File: src/rtl/intpipe_pkg.sv
// rtl/intpipe_pkg.sv - shared widths and state encoding for the integer register file
package intpipe_pkg;
  localparam int REG_W = 16;
  localparam int NREG  = 8;
  localparam int SEL_W = 3;
  localparam int FLG_W = 8;

  typedef enum logic {
    INIT = 1'b0,
    RUN  = 1'b1
  } rf_state_e;
endpackage

File: src/rtl/int_regfile_fwd.sv
// rtl/int_regfile_fwd.sv - read-port forwarding mux
// Priority: same-cycle writeback, then pending buffer, then committed array.
module int_regfile_fwd
  import intpipe_pkg::*;
(
  input  logic [SEL_W-1:0] sel,
  input  logic             wr_en,
  input  logic [SEL_W-1:0] wr_sel,
  input  logic [REG_W-1:0] wr_data,
  input  logic             pend_valid,
  input  logic [SEL_W-1:0] pend_sel,
  input  logic [REG_W-1:0] pend_data,
  input  logic [REG_W-1:0] arr_data,
  output logic [REG_W-1:0] data
);
  always_comb begin
    data = arr_data;
    if (wr_en && (wr_sel == sel)) begin
      data = wr_data;
    end else if (pend_valid && (pend_sel == sel)) begin
      data = pend_data;
    end
  end
endmodule

File: src/rtl/int_regfile.sv
// rtl/int_regfile.sv - integer register file with pending writeback and flag register
// After reset the array is cleared one entry per cycle before the pipeline is released.
module int_regfile
  import intpipe_pkg::*;
(
  input  logic             clk,
  input  logic             rst,
  input  logic [SEL_W-1:0] as,
  input  logic [SEL_W-1:0] bs,
  output logic [REG_W-1:0] adat,
  output logic [REG_W-1:0] bdat,
  input  logic [SEL_W-1:0] cs,
  input  logic [REG_W-1:0] cin,
  input  logic             cwri,
  input  logic [FLG_W-1:0] flgin,
  input  logic             flgwri,
  output logic [FLG_W-1:0] flgout,
  output logic             regwt,
  input  logic [SEL_W-1:0] dbgsel,
  output logic [REG_W-1:0] dbgdat
);
  rf_state_e        state;
  rf_state_e        state_nxt;
  logic [SEL_W-1:0] clr_cnt;
  logic [REG_W-1:0] regs [NREG];
  logic             pend_valid;
  logic [SEL_W-1:0] pend_sel;
  logic [REG_W-1:0] pend_data;
  logic             run;
  logic             wr_en;
  logic [REG_W-1:0] fwd_a;
  logic [REG_W-1:0] fwd_b;

  assign run    = (state == RUN);
  assign wr_en  = run && cwri;
  assign dbgdat = regs[dbgsel];

  always_ff @(posedge clk or negedge rst) begin
    if (!rst) begin
      state <= INIT;
    end else begin
      state <= state_nxt;
    end
  end

  always_comb begin
    state_nxt = state;
    regwt     = 1'b1;
    case (state)
      INIT: begin
        if (clr_cnt == SEL_W'(NREG - 1)) begin
          state_nxt = RUN;
        end
      end
      RUN: begin
        regwt = 1'b0;
      end
      default: state_nxt = INIT;
    endcase
  end

  always_ff @(posedge clk or negedge rst) begin
    if (!rst) begin
      clr_cnt <= '0;
    end else if (!run) begin
      clr_cnt <= clr_cnt + SEL_W'(1);
    end
  end

  // No reset on the array: contents are only guaranteed once INIT has swept it.
  always_ff @(posedge clk) begin
    if (!run) begin
      regs[clr_cnt] <= '0;
    end else if (pend_valid) begin
      regs[pend_sel] <= pend_data;
    end
  end

  always_ff @(posedge clk or negedge rst) begin
    if (!rst) begin
      pend_valid <= 1'b0;
      pend_sel   <= '0;
      pend_data  <= '0;
    end else begin
      pend_valid <= wr_en;
      if (wr_en) begin
        pend_sel  <= cs;
        pend_data <= cin;
      end
    end
  end

  int_regfile_fwd u_fwd_a (
    .sel        (as),
    .wr_en      (wr_en),
    .wr_sel     (cs),
    .wr_data    (cin),
    .pend_valid (pend_valid),
    .pend_sel   (pend_sel),
    .pend_data  (pend_data),
    .arr_data   (regs[as]),
    .data       (fwd_a)
  );

  int_regfile_fwd u_fwd_b (
    .sel        (bs),
    .wr_en      (wr_en),
    .wr_sel     (cs),
    .wr_data    (cin),
    .pend_valid (pend_valid),
    .pend_sel   (pend_sel),
    .pend_data  (pend_data),
    .arr_data   (regs[bs]),
    .data       (fwd_b)
  );

  always_ff @(posedge clk or negedge rst) begin
    if (!rst) begin
      adat <= '0;
      bdat <= '0;
    end else if (!run) begin
      adat <= '0;
      bdat <= '0;
    end else begin
      adat <= fwd_a;
      bdat <= fwd_b;
    end
  end

  always_ff @(posedge clk or negedge rst) begin
    if (!rst) begin
      flgout <= '0;
    end else if (run && flgwri) begin
      flgout <= flgin;
    end
  end
endmodule

File: config.mk
export PLATFORM = sky130hd
export DESIGN_NAME = int_regfile
export DESIGN_NICKNAME = d
export VERILOG_FILES = /design/src/rtl/intpipe_pkg.sv /design/src/rtl/int_regfile_fwd.sv /design/src/rtl/int_regfile.sv
export SDC_FILE = /design/constraint.sdc
export NUM_CORES = 1
export LEC_CHECK = 0
export CORE_ASPECT_RATIO = 1.1
export CORE_MARGIN = 2
export CORE_UTILIZATION = 40
export CTS_BUF_LIST = sky130_fd_sc_hd__clkbuf_4
export DETAILED_ROUTE_END_ITERATION = 16
export PLACE_DENSITY = 0.55
export SLEW_MARGIN = 30
export SYNTH_ARGS = -nofsm -noshare
export SYNTH_HDL_FRONTEND = slang
export SYNTH_SLANG_ARGS = --single-unit
export TNS_END_PERCENT = 100
File: constraint.sdc
create_clock -name clk -period 3.8 [get_ports clk]
set_input_delay 0.95 -clock clk [delete_from_list [all_inputs] [get_ports clk]]
set_output_delay 0.95 -clock clk [all_outputs]
set_load 0.05 [all_outputs]
After elaboration in Yosys (flattened, before gate mapping) --
Memories as Yosys holds them, arrays and structs flattened. Index checks and enable logic that the tools add are counted.
Operators by class: $add $sub $neg 1, equality and inequality tests 5, muxes and demuxes 15, reductions and logical operators 7
Operator list (count):
- 16-bit two-way mux | 7
- 16-bit OR reduction | 1
- 3-bit == test | 4
- 1-bit two-way mux | 7
- 1-bit logical AND | 6
- 3-bit by 1-bit adder with 3-bit output (second input constant) | 1
- 3-bit == test (second input constant) | 1
- 3-bit two-way mux | 1
Word-level totals: flip-flop bits (word level) 64, memory bits (writable) 128, input port bits 40, output and inout bits 57, logic and storage cells 37, memories kept 1
Memories:
- regs | depth 8, bits a word 16, read ports 3, clocked after memory_dff 0, wr ports 1, line int_regfile.sv:25 | logic [REG_W-1:0] regs [NREG];

Depth between registers and ports, before layout --
Gate-level depths: netlist of the first run.
depth after elaboration 5, gate-level depth with buffers 7, gate-level depth less buffers 5

Hierarchy --
A second synthesis of the first run with hierarchy kept.
Unflattened totals: cell total of the unflattened synthesis 601, area, all modules 10318.6 sq um
By module, submodules not included:
- int_regfile | instances 1, cells an instance 481, area each 9510.4 sq um, sequential area each 5445.2 sq um
- int_regfile_fwd | instances 2, cells an instance 60, area each 404.1 sq um, sequential area each 0.0 sq um

Worst setup path before layout of the first run --
OpenSTA, ideal clock, no wires.
path kind input-to-output, from input dbgsel[0], to output dbgdat[10], data arrival time 2.125 ns, required time 2.850 ns, slack 0.725 ns, stages 4, path buffers 2, cells stage by stage buf_6 > buf_6 > mux4_1 > mux2_2
Between the ends: cells in the longest elaborated chain, start to end 1
Ends and longest elaborated chain:
- from (decl) | line int_regfile.sv:19 | input logic [SEL_W-1:0] dbgsel,
- memory read 8 x 16 bit
- to (decl) | line int_regfile.sv:20 | output logic [REG_W-1:0] dbgdat
No other way between the ends.

Worst setup path after layout of the first run --
from input dbgsel[1], to output dbgdat[12]
Same word-level chain as after synthesis.

==> impl_results.md, run 1 <==
* Outcome: finished clean
* Critical Path RT at 2.85 ns
* Post-CTS setup buffers at 0
* Yosys reg bits at 192
* PwrDens at 401 mW/mm2
* Final Power at 4640 uW
* Core Box Area at 0.0250 mm2
* Die area at 0.0266 mm2
* Syn Inst Count at 686
* Final setup fails at 0
* Die height at 171 um
* Fin. Hold Viols at 0
* Max Buffers Root-to-Sink at 2
* Drt total wl at 28000 um
* Fin nets at 821
* Final setup skew at 0.0159 ns
* Final setup margin at 0.320 ns
* Count of final max-slew check failures at 0
* Synth area leaders: edfxtp_1 (38%), dfrtp_1 (16%), mux4_1 (8.1%)
* Clock power share at 23.5%
* Hold/Removal Path Class: in2async
* Ports at 97
* Combinational power share at 23.6%
* CTS tree: yes
* Final Cell Area at 0.0116 mm2
* RePlAce Congestion at 0.834
* Worst skew pair latency at 0.59 ns
* RSZ-0062 raised after global routing: false
* Kind of cell adding the most delay to the critical path: buffers and inverters
* Starting density of the core at 40.4%
* Final std cells w/o fill at 1108
* Root Driver: clkbuf_4
* Num rows at 61
* Syn_area_per_cell at 14.7 um2
* Total GRT Usage at 21.4%
* HPWL Detailed at 18300 um
* Initial antenna violation count at 1
* Sw Pwr at 1550 uW
* Largest net degree at the start of global routing at 58
* Unique masters post-synth at 32
* First-pass GRT wire length at 42000 um
* Layout cells sized above 1 at 21.1%
* Dpl ws at 0.320 ns
* Sequential-to-total area share from yosys stat at 53.8%
* Switching share of power at 33.3%
* Post-CTS Resized at 0
* Setup total negative slack at 0 ns
* Post-synth top area share at 38.0%
* VDD IR max at 0.153 mV
* GRT overflow at 0
* Placed cells at 1075
* CP Capture Type: output pin
* Relative slew slack at 45.5%
* CTS Buf Count at 17
* Achievable frequency at 287 MHz
* Synthesized cell area at 0.0101 mm2
* Vias in the first global route at 6749
* Tmin final at 3.48 ns
* Routed via count at 6699
* Post-DP Area at 0.0113 mm2
* DRC at 0
* Period utilization at 91.6%
* Slowest CP cell: clkdlybuf4s50_1
* Worst Tran Pin Value at 0.816 ns
* Leakage at 0.00434 uW
* Yosys top cell by area: edfxtp_1
* Path type of the worst setup path: in2out
* Post-DRT Antenna Nets at 0
* Synthesized Nets at 728
* Slowest cell delay on critical path at 0.51 ns
* Area delta synth->final at 14.3%
* Startpoint Class: input port
* Internal at 3100 uW
* Flop pwr share at 52.8%
* Clk slew on worst S/H paths at 0.17 ns
* Yosys warnings at 0
* Number of max-cap violations at 0
* WL/cell at 25.3 um
* H-tree levels at 4
* Critical path, cell by cell: clkdlybuf4s50_1 > buf_12 > mux4_1 > mux2_2 > buf_4
* Crit path DAT at 2.53 ns
* Buffers & Inverters on Critical Path at 3
* Crit-path max FO at 32
* DRT iter0 DRCs at 622
* Port bufs at 96
* CTS sink count at 192
* Commonest non-fill, non-tap cells in the layout: edfxtp_1 (128), clkdlybuf4s50_1 (76), mux2i_1 (64), dfrtp_1 (64), buf_4 (48)
* Most common cell after layout, fill and taps aside: edfxtp_1
* Die Wd at 156 um
* Post-CTS Hold Buffers at 0
* DR vias/cell at 6.05
* Detailed-router iteration count before antenna repair at 5
[layout make-up]
cell class              instances  area [um2]
fillers                      2202       13500
flip-flops and latches        192        5450
multi-input cells             431        4200
repair buffers                132        1220
well taps                     315         394
clock inverters                14         144
clock buffers                  18         135
inverters                       5        18.8
diodes                          1        2.50
[registers in the layout (all words and copies together), names as in the netlist]
name / count
regs: 128
adat: 16
bdat: 16
pend_data: 16
flgout: 8
clr_cnt: 3
pend_sel: 3
pend_valid: 1
run: 1
[path summary, 6_finish.rpt]
path,startpoint,endpoint,slack (ns),depth (start not counted)
max in group asynchronous,rst,pend_data[3],2.66,2
worst min-delay path,rst,bdat[11],0.33,1
worst max register to register,run,regs[5][13],1.33,6
worst min register to register,clr_cnt[0],clr_cnt[0],0.52,1
worst max-delay path,dbgsel[1],dbgdat[12],0.32,5
min in group clk,clr_cnt[0],clr_cnt[0],0.52,1
[synth_stat cells, drive strengths merged]
master and instances:
xnor2 13, nor3 1, nor3b 2, and3 16, a22oi 32, clkbuf 12, edfxtp 128, nor2 12
or2 1, nand4 4, nor2b 2, and4 2, nand2 37, o21ai 34, dfrtp 64, buf 46
inv 5, nand3 32, ha 2, nand2b 32, mux4 64, mux2 44, a31oi 37, mux2i 64
[power groups by stage]
stage / clock network [uW] / registers [uW] / logic, uW
detailed placement: 0 / 2500 / 1100
CTS: 1140 / 2450 / 1100
global route: 1200 / 2470 / 1150
floorplan: 0 / 2700 / 498
global placement: 0 / 2490 / 1080
finish: 1090 / 2450 / 1100
[stage by stage]
| step | hold WS, ns | utilization, % |
|---|---|---|
| floorplan | 0.465 | - |
| global placement | 0.485 | 45.1 |
| detailed placement | 0.495 | 45.1 |
| CTS | 0.295 | 46.2 |
| global route | 0.316 | 46.2 |
| finish | 0.327 | 46.2 |
[layer usage]
metal,track usage (%),part of all wire [%],up-vias
met5,0,0,-
met4,6.38,2.0,0
met3,4.76,7.3,37
met2,34.3,48,308
met1,29.4,43,3445
li1,-,-,2909
[cells by family (layout without fill, tap and decap cells)]
| family | after synthesis | after routing | share of synthesized area, % |
|---|---|---|---|
| flops | 192 | 192 | 53.8 |
| mux | 172 | 172 | 26.6 |
| simple gates | 141 | 141 | 7.17 |
| compound gates | 103 | 103 | 6.35 |
| buf+inv | 63 | 169 | 4.65 |
| xor+xnor | 13 | 13 | 1.13 |
| fa+ha+maj | 2 | 2 | 0.247 |
| other cells | 0 | 1 | 0 |
Power figures use the tool's default switching activity.
==> run 2: changes to the inputs <==
--- a/config.mk
+++ b/config.mk
@@ -7,10 +7,12 @@
 export LEC_CHECK = 0
 export CORE_ASPECT_RATIO = 1.1
 export CORE_MARGIN = 2
-export CORE_UTILIZATION = 40
+export CORE_UTILIZATION = 60
 export CTS_BUF_LIST = sky130_fd_sc_hd__clkbuf_4
 export DETAILED_ROUTE_END_ITERATION = 16
-export PLACE_DENSITY = 0.55
+export HOLD_SLACK_MARGIN = 0.02
+export PLACE_DENSITY = 0.79
+export SETUP_SLACK_MARGIN = 0.15
 export SLEW_MARGIN = 30
 export SYNTH_ARGS = -nofsm -noshare
 export SYNTH_HDL_FRONTEND = slang
==> impl_results.md, run 2 (same netlist as run 1, synthesis figures left out) <==
* Outcome: finished clean (unchanged)
* Die height at 140 um (was 171 um)
* Tmin final at 3.49 ns (was 3.48 ns)
* PwrDens at 418 mW/mm2 (was 401 mW/mm2)
* Vias in the first global route at 6936 (was 6749)
* HPWL Detailed at 17600 um (was 18300 um)
* CTS sink count at 192 (unchanged)
* VDD IR max at 0.302 mV (was 0.153 mV)
* Die area at 0.0179 mm2 (was 0.0266 mm2)
* Largest net degree at the start of global routing at 58 (unchanged)
* Port bufs at 96 (unchanged)
* Clk slew on worst S/H paths at 0.15 ns (was 0.17 ns)
* Core Box Area at 0.0164 mm2 (was 0.0250 mm2)
* Worst Tran Pin Value at 0.644 ns (was 0.816 ns)
* Fin nets at 822 (was 821)
* Final Cell Area at 0.0115 mm2 (was 0.0116 mm2)
* GRT overflow at 0 (unchanged)
* Ports at 97 (unchanged)
* Setup total negative slack at 0 ns (unchanged)
* Period utilization at 91.7% (was 91.6%)
* First-pass GRT wire length at 40500 um (was 42000 um)
* Post-DP Area at 0.0111 mm2 (was 0.0113 mm2)
* Post-CTS Resized at 0 (unchanged)
* Most common cell after layout, fill and taps aside: edfxtp_1 (unchanged)
* Commonest non-fill, non-tap cells in the layout: edfxtp_1 (128), clkdlybuf4s50_1 (76), mux2i_1 (64), dfrtp_1 (64), buf_4 (50) (was edfxtp_1 (128), clkdlybuf4s50_1 (76), mux2i_1 (64), dfrtp_1 (64), buf_4 (48))
* DRC at 0 (unchanged)
* RSZ-0062 raised after global routing: false (unchanged)
* CTS Buf Count at 17 (unchanged)
* Fin. Hold Viols at 0 (unchanged)
* Drt total wl at 26400 um (was 28000 um)
* Hold/Removal Path Class: in2async (unchanged)
* Detailed-router iteration count before antenna repair at 6 (was 5)
* DRT iter0 DRCs at 1111 (was 622)
* Count of final max-slew check failures at 0 (unchanged)
* # fillers at 1093 (was 2202)
* Worst skew pair latency at 0.61 ns (was 0.59 ns)
* Post-CTS Hold Buffers at 0 (unchanged)
* Leakage at 0.00438 uW (was 0.00434 uW)
* Crit-path max FO at 32 (unchanged)
* CTS tree: yes (unchanged)
* Most flops, register: regs (unchanged)
* Max Buffers Root-to-Sink at 2 (unchanged)
* Layout cells sized above 1 at 21.1% (about the same)
* Die Wd at 128 um (was 156 um)
* Final Power at 4800 uW (was 4640 uW)
* Number of max-cap violations at 0 (unchanged)
* Final setup skew at 0.0304 ns (was 0.0159 ns)
* H-tree levels at 4 (unchanged)
* Startpoint Class: input port (unchanged)
* DR vias/cell at 7.03 (was 6.05)
* Path type of the worst setup path: in2out (unchanged)
* Total GRT Usage at 30.4% (was 21.4%)
* Routed via count at 7017 (was 6699)
* Area delta synth->final at 13.5% (was 14.3%)
* Crit path DAT at 2.54 ns (was 2.53 ns)
* Final setup fails at 0 (unchanged)
* Root Driver: clkbuf_4 (unchanged)
* RePlAce Congestion at 0.881 (was 0.834)
* Num rows at 49 (was 61)
* Post-DRT Antenna Nets at 0 (unchanged)
* Relative slew slack at 56.9% (was 45.5%)
* Post-CTS setup buffers at 0 (unchanged)
* CP Capture Type: output pin (unchanged)
* Critical Path RT at 2.85 ns (about the same)
* Starting density of the core at 61.6% (was 40.4%)
* WL/cell at 26.5 um (was 25.3 um)
* Achievable frequency at 287 MHz (about the same)
* Initial antenna violation count at 3 (was 1)
* Max FFs per register at 128 (unchanged)
==> run 2: routing by layer <==
layer / GRT usage [%] / part of all wire (%) / up-vias
li1: - / - / 2911
met1: 43.4 / 39 / 3484
met2: 46.0 / 47 / 531
met3: 7.75 / 12 / 89
met4: 10.8 / 2.8 / 2
met5: 0 / 0.049 / -
==> run 2: area by class of cell <==
type / instances / area (um2) / area share [%]
Multi-Input combinational cell: 431 / 4200 / 36.6
Sequential cell: 192 / 5450 / 47.4
Inverter: 5 / 18.8 / 0.163
Timing Repair Buffer: 133 / 1230 / 10.7
Antenna cell: 1 / 2.50 / 0.0218
Tap cell: 204 / 255 / 2.22
Clock buffer: 19 / 143 / 1.24
Clock inverter: 13 / 185 / 1.61
==> run 2: worst max-delay path: stages <==
cell             delay [ns]
clkdlybuf4s50_1        0.50
buf_12                 0.23
mux4_1                 0.34
mux2_2                 0.31
buf_4                  0.20
==> run 2: through the flow <==
stage | utilization, % | cells | hold WS, ns | worst slack (ns)
6_report | 69.9 | 998 | 0.310 | 0.314
5_1_grt | 69.9 | 998 | 0.319 | 0.288
3_3_place_gp | 67.8 | 965 | 0.485 | 0.349
4_1_cts | 69.8 | 997 | 0.487 | 0.311
3_5_place_dp | 67.8 | 965 | 0.495 | 0.318
2_1_floorplan | - | 686 | 0.465 | 0.725
==> run 2: final timing paths <==
path	start	endpoint	slack, ns	cells after the start
max	dbgsel[1]	dbgdat[9]	0.31	5
min	rst	pend_data[9]	0.31	1
max reg2reg	run	regs[1][13]	1.40	6
min reg2reg	clr_cnt[0]	clr_cnt[0]	0.52	1
max in group asynchronous	rst	pend_valid	2.92	2
min in group clk	clr_cnt[0]	clr_cnt[0]	0.52	1
==> run 2: power breakdown <==
part | total, uW | internal, uW | leakage, uW | switching (uW)
logic | 1090 | 414 | 0.00227 | 678
clock network | 1250 | 545 | 0.000182 | 707
registers | 2450 | 2380 | 0.00192 | 75.5
